`src/rtl/miner_pkg.sv`:
```
// miner_pkg: shared types for the multi-core job dispatch path.
//   NONCE_W     - nonce width in bits
//   nonce_t     - one nonce
//   nonce_ext_t - nonce plus a carry bit, so window sizes up to 2^32 fit
//   state_e     - dispatch FSM states
package miner_pkg;

    localparam int unsigned NONCE_W = 32;

    typedef logic [NONCE_W-1:0] nonce_t;
    typedef logic [NONCE_W:0]   nonce_ext_t;

    typedef enum logic [1:0] {
        StIdle,
        StSplit,
        StStart,
        StRun
    } state_e;

endpackage

```
`src/rtl/gn_fifo.sv`:
```
// gn_fifo: synchronous first-word-fall-through FIFO.
//   clk, reset    - clock, synchronous active-high reset (empties the FIFO)
//   push, wdata   - write request and data; accepted when not full, or when full with a pop
//   pop           - remove the head; ignored when empty
//   rdata         - head entry, valid whenever empty is low
//   full, empty   - occupancy flags
module gn_fifo #(
    parameter int unsigned WIDTH = 32,
    parameter int unsigned DEPTH = 8
) (
    input  logic             clk,
    input  logic             reset,
    input  logic             push,
    input  logic [WIDTH-1:0] wdata,
    input  logic             pop,
    output logic [WIDTH-1:0] rdata,
    output logic             full,
    output logic             empty
);

    localparam int unsigned PTR_W = (DEPTH > 1) ? $clog2(DEPTH) : 1;

    logic [WIDTH-1:0] mem [DEPTH];
    logic [PTR_W-1:0] wr_ptr, rd_ptr;
    logic [PTR_W:0]   count;
    logic             do_push, do_pop;

    assign empty   = (count == '0);
    assign full    = (count == (PTR_W+1)'(DEPTH));
    assign do_pop  = pop && !empty;
    assign do_push = push && (!full || do_pop);
    assign rdata   = mem[rd_ptr];

    always_ff @(posedge clk) begin
        if (do_push) begin
            mem[wr_ptr] <= wdata;
        end
    end

    // DEPTH is a power of two, so pointers wrap naturally.
    always_ff @(posedge clk) begin
        if (reset) begin
            wr_ptr <= '0;
            rd_ptr <= '0;
            count  <= '0;
        end else begin
            if (do_push) wr_ptr <= wr_ptr + PTR_W'(1);
            if (do_pop)  rd_ptr <= rd_ptr + PTR_W'(1);
            case ({do_push, do_pop})
                2'b10:   count <= count + (PTR_W+1)'(1);
                2'b01:   count <= count - (PTR_W+1)'(1);
                default: count <= count;
            endcase
        end
    end

endmodule

```
`src/rtl/miner_job_dispatch.sv`:
```
// miner_job_dispatch: splits one job's nonce window across NUM_CORES hash cores and
// funnels their golden nonces back through a round-robin arbiter and a FWFT FIFO.
//   hash_clk, reset            - clock, synchronous active-high reset
//   new_work, nonce_min/max    - job start pulse and inclusive nonce window
//   core_reset/enable          - per-core start pulse and sub-range-valid mask
//   core_nonce_min/max         - packed per-core sub-ranges (core i at [32i+31:32i])
//   core_golden_nonce/new_...  - packed per-core results and found pulses
//   gn_data/valid/ready        - result stream towards the comm block
//   gn_core                    - head result's core index (only with GN_CORE_TAG_EN)
//   busy, job_error, overflow  - status
// Optional feature macro: GN_CORE_TAG_EN.
module miner_job_dispatch
    import miner_pkg::*;
#(
    parameter int unsigned NUM_CORES  = 4,
    parameter int unsigned FIFO_DEPTH = 8
) (
    input  logic                           hash_clk,
    input  logic                           reset,
    input  logic                           new_work,
    input  logic [NONCE_W-1:0]             nonce_min,
    input  logic [NONCE_W-1:0]             nonce_max,
    output logic [NUM_CORES-1:0]           core_reset,
    output logic [NUM_CORES-1:0]           core_enable,
    output logic [NONCE_W*NUM_CORES-1:0]   core_nonce_min,
    output logic [NONCE_W*NUM_CORES-1:0]   core_nonce_max,
    input  logic [NONCE_W*NUM_CORES-1:0]   core_golden_nonce,
    input  logic [NUM_CORES-1:0]           core_new_golden_nonce,
    output logic [NONCE_W-1:0]             gn_data,
    output logic                           gn_valid,
`ifdef GN_CORE_TAG_EN
    output logic [((NUM_CORES > 1) ? $clog2(NUM_CORES) : 1)-1:0] gn_core,
`endif
    input  logic                           gn_ready,
    output logic                           busy,
    output logic                           job_error,
    output logic                           overflow
);

    localparam int unsigned IDX_W = (NUM_CORES > 1) ? $clog2(NUM_CORES) : 1;
    localparam int unsigned LOG_N = $clog2(NUM_CORES);

    // ---------------- split FSM ----------------
    state_e               state;
    logic [IDX_W-1:0]     k;
    nonce_t               job_min, job_max;
    nonce_ext_t           next_min;
    nonce_ext_t           total, chunk;
    nonce_t               seg_max, k_max;
    logic                 k_en, last_core;
    logic [NUM_CORES-1:0] mask_next;

    always_comb begin
        total     = {1'b0, job_max} - {1'b0, job_min} + nonce_ext_t'(1);
        chunk     = total >> LOG_N;
        seg_max   = nonce_t'(next_min + chunk - nonce_ext_t'(1));
        last_core = (k == IDX_W'(NUM_CORES - 1));
        // A window smaller than NUM_CORES goes entirely to core 0.
        k_en      = (chunk != '0) || (k == '0);
        k_max     = (last_core || chunk == '0) ? job_max : seg_max;
        mask_next = core_enable;
        for (int i = 0; i < NUM_CORES; i++) begin
            if (k == IDX_W'(i)) mask_next[i] = k_en;
        end
    end

    always_ff @(posedge hash_clk) begin
        if (reset) begin
            state          <= StIdle;
            k              <= '0;
            job_min        <= '0;
            job_max        <= '0;
            next_min       <= '0;
            core_enable    <= '0;
            core_reset     <= '0;
            core_nonce_min <= '0;
            core_nonce_max <= '0;
            job_error      <= 1'b0;
        end else begin
            core_reset <= '0;
            if (new_work) begin
                job_min     <= nonce_min;
                job_max     <= nonce_max;
                next_min    <= {1'b0, nonce_min};
                k           <= '0;
                core_enable <= '0;
                job_error   <= 1'b0;
                state       <= StSplit;
            end else begin
                unique case (state)
                    StSplit: begin
                        if (job_max < job_min) begin
                            job_error <= 1'b1;
                            state     <= StIdle;
                        end else begin
                            core_enable <= mask_next;
                            for (int i = 0; i < NUM_CORES; i++) begin
                                if (k == IDX_W'(i)) begin
                                    core_nonce_min[i*NONCE_W +: NONCE_W] <=
                                        k_en ? nonce_t'(next_min) : '0;
                                    core_nonce_max[i*NONCE_W +: NONCE_W] <=
                                        k_en ? k_max : '0;
                                end
                            end
                            next_min <= next_min + chunk;
                            if (last_core) begin
                                core_reset <= mask_next;
                                state      <= StStart;
                            end else begin
                                k <= k + IDX_W'(1);
                            end
                        end
                    end
                    StStart: state <= StRun;
                    default: state <= state;
                endcase
            end
        end
    end

    assign busy = (state == StSplit) || (state == StStart);

    // ---------------- capture and arbitration ----------------
    logic [NUM_CORES-1:0] pending, capture;
    nonce_t               held [NUM_CORES];
    logic [IDX_W-1:0]     rr, grant_idx;
    logic                 granted;
    logic [NUM_CORES-1:0] grant;
    logic                 fifo_full, fifo_empty;

    assign capture = (state == StRun) ? (core_new_golden_nonce & core_enable) : '0;

    always_comb begin
        granted   = 1'b0;
        grant_idx = '0;
        for (int j = 0; j < NUM_CORES; j++) begin
            int unsigned idx;
            idx = (int'(rr) + j) % NUM_CORES;
            if (!granted && pending[idx] && !fifo_full) begin
                granted   = 1'b1;
                grant_idx = IDX_W'(idx);
            end
        end
        grant = granted ? (NUM_CORES'(1) << grant_idx) : '0;
    end

    always_ff @(posedge hash_clk) begin
        if (reset) begin
            pending  <= '0;
            rr       <= '0;
            overflow <= 1'b0;
            for (int i = 0; i < NUM_CORES; i++) held[i] <= '0;
        end else begin
            if (granted) begin
                rr <= (grant_idx == IDX_W'(NUM_CORES - 1)) ? '0 : grant_idx + IDX_W'(1);
            end
            for (int i = 0; i < NUM_CORES; i++) begin
                if (new_work) begin
                    pending[i] <= 1'b0;
                end else if (capture[i] && (!pending[i] || grant[i])) begin
                    // Slot is free or being drained this cycle: take the new value.
                    held[i]    <= core_golden_nonce[i*NONCE_W +: NONCE_W];
                    pending[i] <= 1'b1;
                end else if (grant[i]) begin
                    pending[i] <= 1'b0;
                end else if (capture[i]) begin
                    overflow <= 1'b1;
                end
            end
        end
    end

    // ---------------- result FIFO ----------------
`ifdef GN_CORE_TAG_EN
    localparam int unsigned FIFO_W = NONCE_W + IDX_W;
    logic [FIFO_W-1:0] fifo_wdata, fifo_rdata;
    assign fifo_wdata         = {grant_idx, held[grant_idx]};
    assign {gn_core, gn_data} = fifo_rdata;
`else
    localparam int unsigned FIFO_W = NONCE_W;
    logic [FIFO_W-1:0] fifo_wdata, fifo_rdata;
    assign fifo_wdata = held[grant_idx];
    assign gn_data    = fifo_rdata;
`endif

    assign gn_valid = !fifo_empty;

    gn_fifo #(
        .WIDTH (FIFO_W),
        .DEPTH (FIFO_DEPTH)
    ) u_gn_fifo (
        .clk   (hash_clk),
        .reset (reset),
        .push  (granted),
        .wdata (fifo_wdata),
        .pop   (gn_valid && gn_ready),
        .rdata (fifo_rdata),
        .full  (fifo_full),
        .empty (fifo_empty)
    );

endmodule

```
`config.mk`:
```
export PLATFORM = sky130hd
export DESIGN_NAME = miner_job_dispatch
export DESIGN_NICKNAME = d
export VERILOG_FILES = /design/src/rtl/miner_pkg.sv /design/src/rtl/gn_fifo.sv /design/src/rtl/miner_job_dispatch.sv
export SDC_FILE = /design/constraint.sdc
export NUM_CORES = 1
export LEC_CHECK = 0
export CAP_MARGIN = 10
export CORE_MARGIN = 2
export CORE_UTILIZATION = 30
export CTS_CLUSTER_DIAMETER = 150
export CTS_CLUSTER_SIZE = 16
export DETAILED_ROUTE_END_ITERATION = 12
export PLACE_DENSITY_LB_ADDON = 0.08
export RECOVER_POWER = 50
export REMOVE_ABC_BUFFERS = 1
export SLEW_MARGIN = 20
export SYNTH_ARGS = -nofsm -noshare
export SYNTH_HDL_FRONTEND = slang
export SYNTH_SLANG_ARGS = --single-unit
```
`constraint.sdc`:
```
create_clock -name hash_clk -period 8.8 [get_ports hash_clk]
set_input_delay 0.88 -clock hash_clk [delete_from_list [all_inputs] [get_ports hash_clk]]
set_output_delay 0.88 -clock hash_clk [all_outputs]
set_load 0.02 [all_outputs]
```
==> run metrics, run 1 <==
status=complete, but fails checks; failing checks=capacitance limit, slew limit; post-route minimum period=7.084 ns; Final nets=~4100; Pleak=0.01633 µW; peak supply drop=0.1537 mV; crit start category=register; top_reg_cell synth=dfxtp_1; core area=120000 µm²; Yosys top cell by area=edfxtp_1; Die X=351.8 µm; final period utilization=80.50%; postcts setup bufs=0; met2 Use GR=30.76%; async set or reset register ratio after synthesis=0%; Setup crit end kind=register; maximum number of pins on one net before global-route repair=80; Die ar.=123700 µm²; H-tree depth=2; met1 Use GR=28.50%; worst reg2reg endpoint=core_nonce_max[29]; max cap viols=21; worst-skew pair later-pin latency=0.68 ns; worst hold stages=2; Total Routed Length=127200 µm; most instantiated cells after synthesis=385 x dfxtp_1, 384 x edfxtp_1, 333 x nand2_1; CTS tree=done; Area contributors post-synth=edfxtp_1 32%, dfxtp_1 21%, mux4_2 4.0%; Wirelength per Cell=approximately 24 µm; final slew viol count=719; Place WS=1.719 ns; worst r2r src=job_min[4]; Final Skew=0.03843 ns; Power Density=about 220 nW/µm²; RSZ-0062 raised after global routing=false; initial antenna violation count=23; initial cell density of the core=30.24%; Layout area overhead=22.43%; CTS buffer count=54; Remaining DRCs=0; Sink Count=769; cts hold-fix bufs=0; die height=351.8 µm; count leader, synth=dfxtp_1; GR peak layer=met2; share of layout cells above drive strength 1=roughly 6.7%; relative slew slack=-131.5%; Synth Register Bits=769; Iter 0 DRT Violations=around 1900; worst setup path category=register to register; hold path start=core_nonce_min[7]; Pwr Total=9703 µW; TritonRoute pass-1 iters=5; Final HPWL DP=89770 µm; # rows=127; global-route wire length before repair=183200 µm; final std cells w/o fill=between 5000 and 6000; total vias in the final route=27090; boundary pin count=500; final global-route overflow total=0; Port Buffer Count=around 500; Mean Syn Cell Area=10.83 µm²; WP data required=9.32 ns; CP arrival=7.60 ns; Tot GR Track Use=20.00%; area share of the largest cell type after synthesis=31.78%; Hold Crit Class=register to register; via density per instance=about 5.0; FF-to-FF setup slack=1.72 ns; Synth Cell Area=between 30000 and 40000 µm²; Syn. warnings=0; DP Cell Count=5296; Placer Congestion=0.8772; Seq/Total Area, Yosys=53.03%; R2R cell count=20; hold path endpoint=core_nonce_min[7]; final hold vios=0; post-synth cell types=93; Final WS setup=1.716 ns; met3 Resource Use GR=between 5 and 6%; Max clock buf depth=3; CTS resizes=0; CP max FO=8; actual slew at the worst max-slew pin=3.473 ns; Final Setup Violations=0; final core utilization=37.02%; number of synthesized flops with an enable pin=384; TNS Setup=0 ns; Root Driver=clkbuf_16; Worst-path clk slew=around 0.07 ns; Final ANT Viol Nets=0; f_max=around 0.14 GHz; number of global-route vias before repair=26100; Mapped Cells=3350
-- routing by layer --
metal	vias to the layer above	wire length (µm)
met5	-	230
met3	131	7963
li1	12990	-
met1	13320	59850
met4	36	2054
met2	616	57090
-- registers in the layout (all words and copies together), names as in the netlist, named ones only --
name              flops
core_nonce_max      128
u_gn_fifo.wr_ptr      3
rr                    2
u_gn_fifo.rd_ptr      3
held                128
core_nonce_min      128
overflow              1
core_enable           4
u_gn_fifo.mem       256
job_min              32
job_error             1
state                 2
pending               4
job_max              32
next_min             32
core_reset            4
k                     2
u_gn_fifo.count       4
-- worst max-delay path, stage by stage (launching register included) --
cell and delay [ns]:
dfxtp_1 0.33, inv_1 0.05, ha_1 0.22, fa_1 0.59, nand2_1 0.14, a211oi_1 0.41, a21boi_0 0.25, o21ai_0 0.59
xor2_1 0.18, ha_1 0.44, a21o_1 0.27, a21o_1 0.25, or4b_1 0.51, and3_1 0.24, a221o_1 0.32, a2111oi_0 0.81
nand4_1 0.45, nor2_1 0.23, xor2_1 0.09, mux2i_1 0.40, o22ai_1 0.15
-- through the flow --
step | instance area [µm²] | hold slack (ns)
2_1_floorplan | 35400 | 0.4393
3_3_place_gp | 42940 | 0.4403
3_5_place_dp | 42940 | 0.4463
4_1_cts | 44490 | 0.4417
5_1_grt | 44410 | 0.4734
6_report | 44420 | 0.4516
-- area by class of cell --
type / count / area [µm²]
Timing Repair Buffer: 548 / 5275
Antenna cell: 6 / 15.01
Clock inverter: 3 / 66.31
Fill cell: 12010 / 75550
Multi-Input combinational cell: 2272 / 15960
Inverter: 95 / 356.6
Sequential cell: 769 / 19240
Clock buffer: 84 / 1485
Tap cell: 1612 / 2017
-- worst max-delay path by stage --
stage,start,end,slack (ns),depth (start not counted)
after floorplan,rr[1],held[2][0],0.47,9
after global placement,job_min[4],core_nonce_max[29],1.55,20
after detailed placement,job_min[4],core_nonce_max[29],1.72,20
after CTS,job_min[4],core_nonce_max[29],1.65,20
after global routing,job_min[4],core_nonce_max[29],1.04,20
final,job_min[4],core_nonce_max[29],1.72,20
-- power breakdown --
group	switching [µW]	internal [µW]
clock network	1320	1170
registers	109	4050
logic	2020	1040
total	3450	6260
-- logic make-up after synthesis --
group	share of synthesized area (%)
fa+ha+maj	4.856
compound gates	13.26
mux	9.056
buf+inv	3.424
simple gates	14.77
flops	53.03
xor+xnor	1.614
-- layout by cell type, fill, tap and decap left out, types with 33 or more instances in the layout --
| cell type | instances |
|---|---|
| o21ai_0 | 124 |
| xnor2_1 | 34 |
| mux4_2 | 65 |
| ha_1 | 112 |
| clkbuf_1 | 51 |
| mux2i_1 | 134 |
| a211oi_1 | 53 |
| a21oi_1 | 244 |
| nand3_1 | 136 |
| edfxtp_1 | 384 |
| o22ai_1 | 33 |
| and2_1 | 168 |
| o21ai_1 | 35 |
| mux2_2 | 38 |
| nor2_1 | 191 |
| nand2_1 | 333 |
| nor3_1 | 41 |
| dlygate4sd3_1 | 268 |
| inv_1 | 94 |
| clkdlybuf4s50_1 | 229 |
| nor2b_1 | 41 |
| dfxtp_1 | 383 |
| clkbuf_16 | 55 |
| o2bb2ai_1 | 63 |
Power figures use the tool's default switching activity.
==> inputs of run 2 (changes only) <==
clock period = 6.7 ns   (was 8.8 ns; I/O delays follow)
==> run metrics, run 2 (synthesis results as in run 1) <==
status=complete, but fails checks; failing checks=capacitance limit, slew limit; worst hold stages=2; Final Skew=0.02255 ns; Biggest register=u_gn_fifo.mem; Pwr Total=around 13000 µW; CP max FO=8; crit start category=register; Final Setup Violations=0; boundary pin count=500; Worst-path clk slew=approximately 0.080 ns; hold path endpoint=core_nonce_min[96]; R2R cell count=24; core area=120000 µm²; Port Buffer Count=499; final core utilization=37.29%; most frequent cells in the layout=384 x dfxtp_1, 384 x edfxtp_1, 333 x nand2_1, 275 x dlygate4sd3_1, 244 x a21oi_1; CTS buffer count=54; Iter 0 DRT Violations=1802; worst-skew pair later-pin latency=0.68 ns; TritonRoute pass-1 iters=5; Hold Crit Class=input pin to register; Max clock buf depth=3; RSZ-0062 raised after global routing=false; max cap viols=16; total vias in the final route=27480; # rows=127; Total Routed Length=129300 µm; worst r2r src=job_min[1]; final global-route overflow total=0; Final HPWL DP=90890 µm; Placer Congestion=0.8667; final period utilization=94.05%; hold path start=reset; Layout area overhead=23.30%; max FFs per register=about 260; Tot GR Track Use=about a fifth; Die ar.=about 120000 µm²; initial antenna violation count=21; relative slew slack=-115.0%; CTS tree=done; Wirelength per Cell=23.89 µm; Sink Count=769; maximum number of pins on one net before global-route repair=77; H-tree depth=2; Die X=351.8 µm; die height=351.8 µm; global-route wire length before repair=186500 µm; Setup crit end kind=register; FF-to-FF setup slack=about 0.4 ns; worst setup path category=register to register; share of layout cells above drive strength 1=7.743%; WP data required=7.23 ns; Power Density=roughly 290 nW/µm²; via density per instance=5.078; final hold vios=0; actual slew at the worst max-slew pin=3.225 ns; number of global-route vias before repair=26490; Final nets=4095; Pleak=0.01647 µW; Remaining DRCs=0; Root Driver=clkbuf_16; fill count=11900; post-route minimum period=6.302 ns; final slew viol count=531; peak supply drop=0.1997 mV; initial cell density of the core=30.24%; Final ANT Viol Nets=0; worst reg2reg endpoint=core_nonce_max[27]; CP arrival=a little under 7 ns; f_max=between 0.15 and 0.2 GHz
run 2: cell count changes in the layout (fill, tap and decap cells not counted), sizes merged:
cell / previous run / this run
bufinv: 0 / 1
clkdlybuf4s50: 229 / 222
diode: 6 / 2
buf: 29 / 60
clkinv: 1 / 4
clkinvlp: 0 / 1
inv: 97 / 94
dlygate4sd3: 268 / 275
clkbuf: 106 / 99
run 2: how the worst max path moves through the flow:
stage / depth (start not counted) / start / to
6_report: 24 / job_min[1] / core_nonce_max[27]
3_5_place_dp: 23 / job_min[1] / core_nonce_max[27]
4_1_cts: 23 / job_min[1] / core_nonce_max[27]
3_3_place_gp: 23 / job_min[1] / core_nonce_max[27]
2_1_floorplan: 9 / rr[1] / held[2][0]
5_1_grt: 22 / job_min[1] / core_nonce_max[21]
run 2: metal layers:
layer	vias up	global-route usage, %	share of wire (%)
met2	694	31.25	45
li1	13030	-	-
met3	125	4.884	6.5
met4	30	4.108	1.7
met5	-	0	0.15
met1	13600	29.09	47
run 2: critical path, cell delays in order (launching register included):
cell and delay, ns:
dfxtp_1 0.36, inv_1 0.05, ha_1 0.32, nor3b_2 0.30, inv_1 0.09, fa_1 0.40, and2b_1 0.25, o31ai_2 0.10
a31o_2 0.26, o21ai_4 0.27, o21ai_0 0.15, xnor2_1 0.32, ha_1 0.36, and4_1 0.27, and2_1 0.19, a221oi_2 0.25
buf_4 0.19, nand2_1 0.10, xor2_1 0.24, nor4_1 0.49, nand4_1 0.37, nor2_1 0.22, xor2_1 0.13, mux2i_2 0.31
o22ai_1 0.14
run 2: power by group:
group | total (µW) | switching (µW) | internal, µW
Sequential | 5460 | 143 | 5320
Combinational | 4130 | 2670 | 1460
Clock | 3310 | 1740 | 1570
run 2: per-stage QoR:
stage	hold WS, ns	TNS (ns)	area [µm²]	setup WS, ns	instances
after CTS	0.3531	0	44720	0.1372	5408
after detailed placement	0.4454	0	43140	0.1468	5320
final	0.4037	0	44730	0.3985	5411
after global placement	0.4390	0	43140	0.3702	5320
after floorplan	0.4393	-324.96	35400	-1.631	3136
after global routing	0.3960	0	44730	0.0006972	5409
run 2: timing repair:
item                                    4_1_cts  5_1_grt
setup buffers                                 0        1
hold buffers                                  0        0
endpoints found under the setup margin        0       41
hold endpoints to repair                      0        0
gates resized for setup                       0       15
run 2: cell type report:
class | count | area (µm²) | share of cell area (%)
sequential | 769 | 19240 | 43.01
multi-input combinational | 2272 | 16020 | 35.82
timing repair buffer | 573 | 5505 | 12.31
tap | 1612 | 2017 | 4.509
clock buffer | 83 | 1481 | 3.312
inverter | 95 | 356.6 | 0.7972
clock inverter | 5 | 106.4 | 0.2377
antenna | 2 | 5.005 | 0.01119
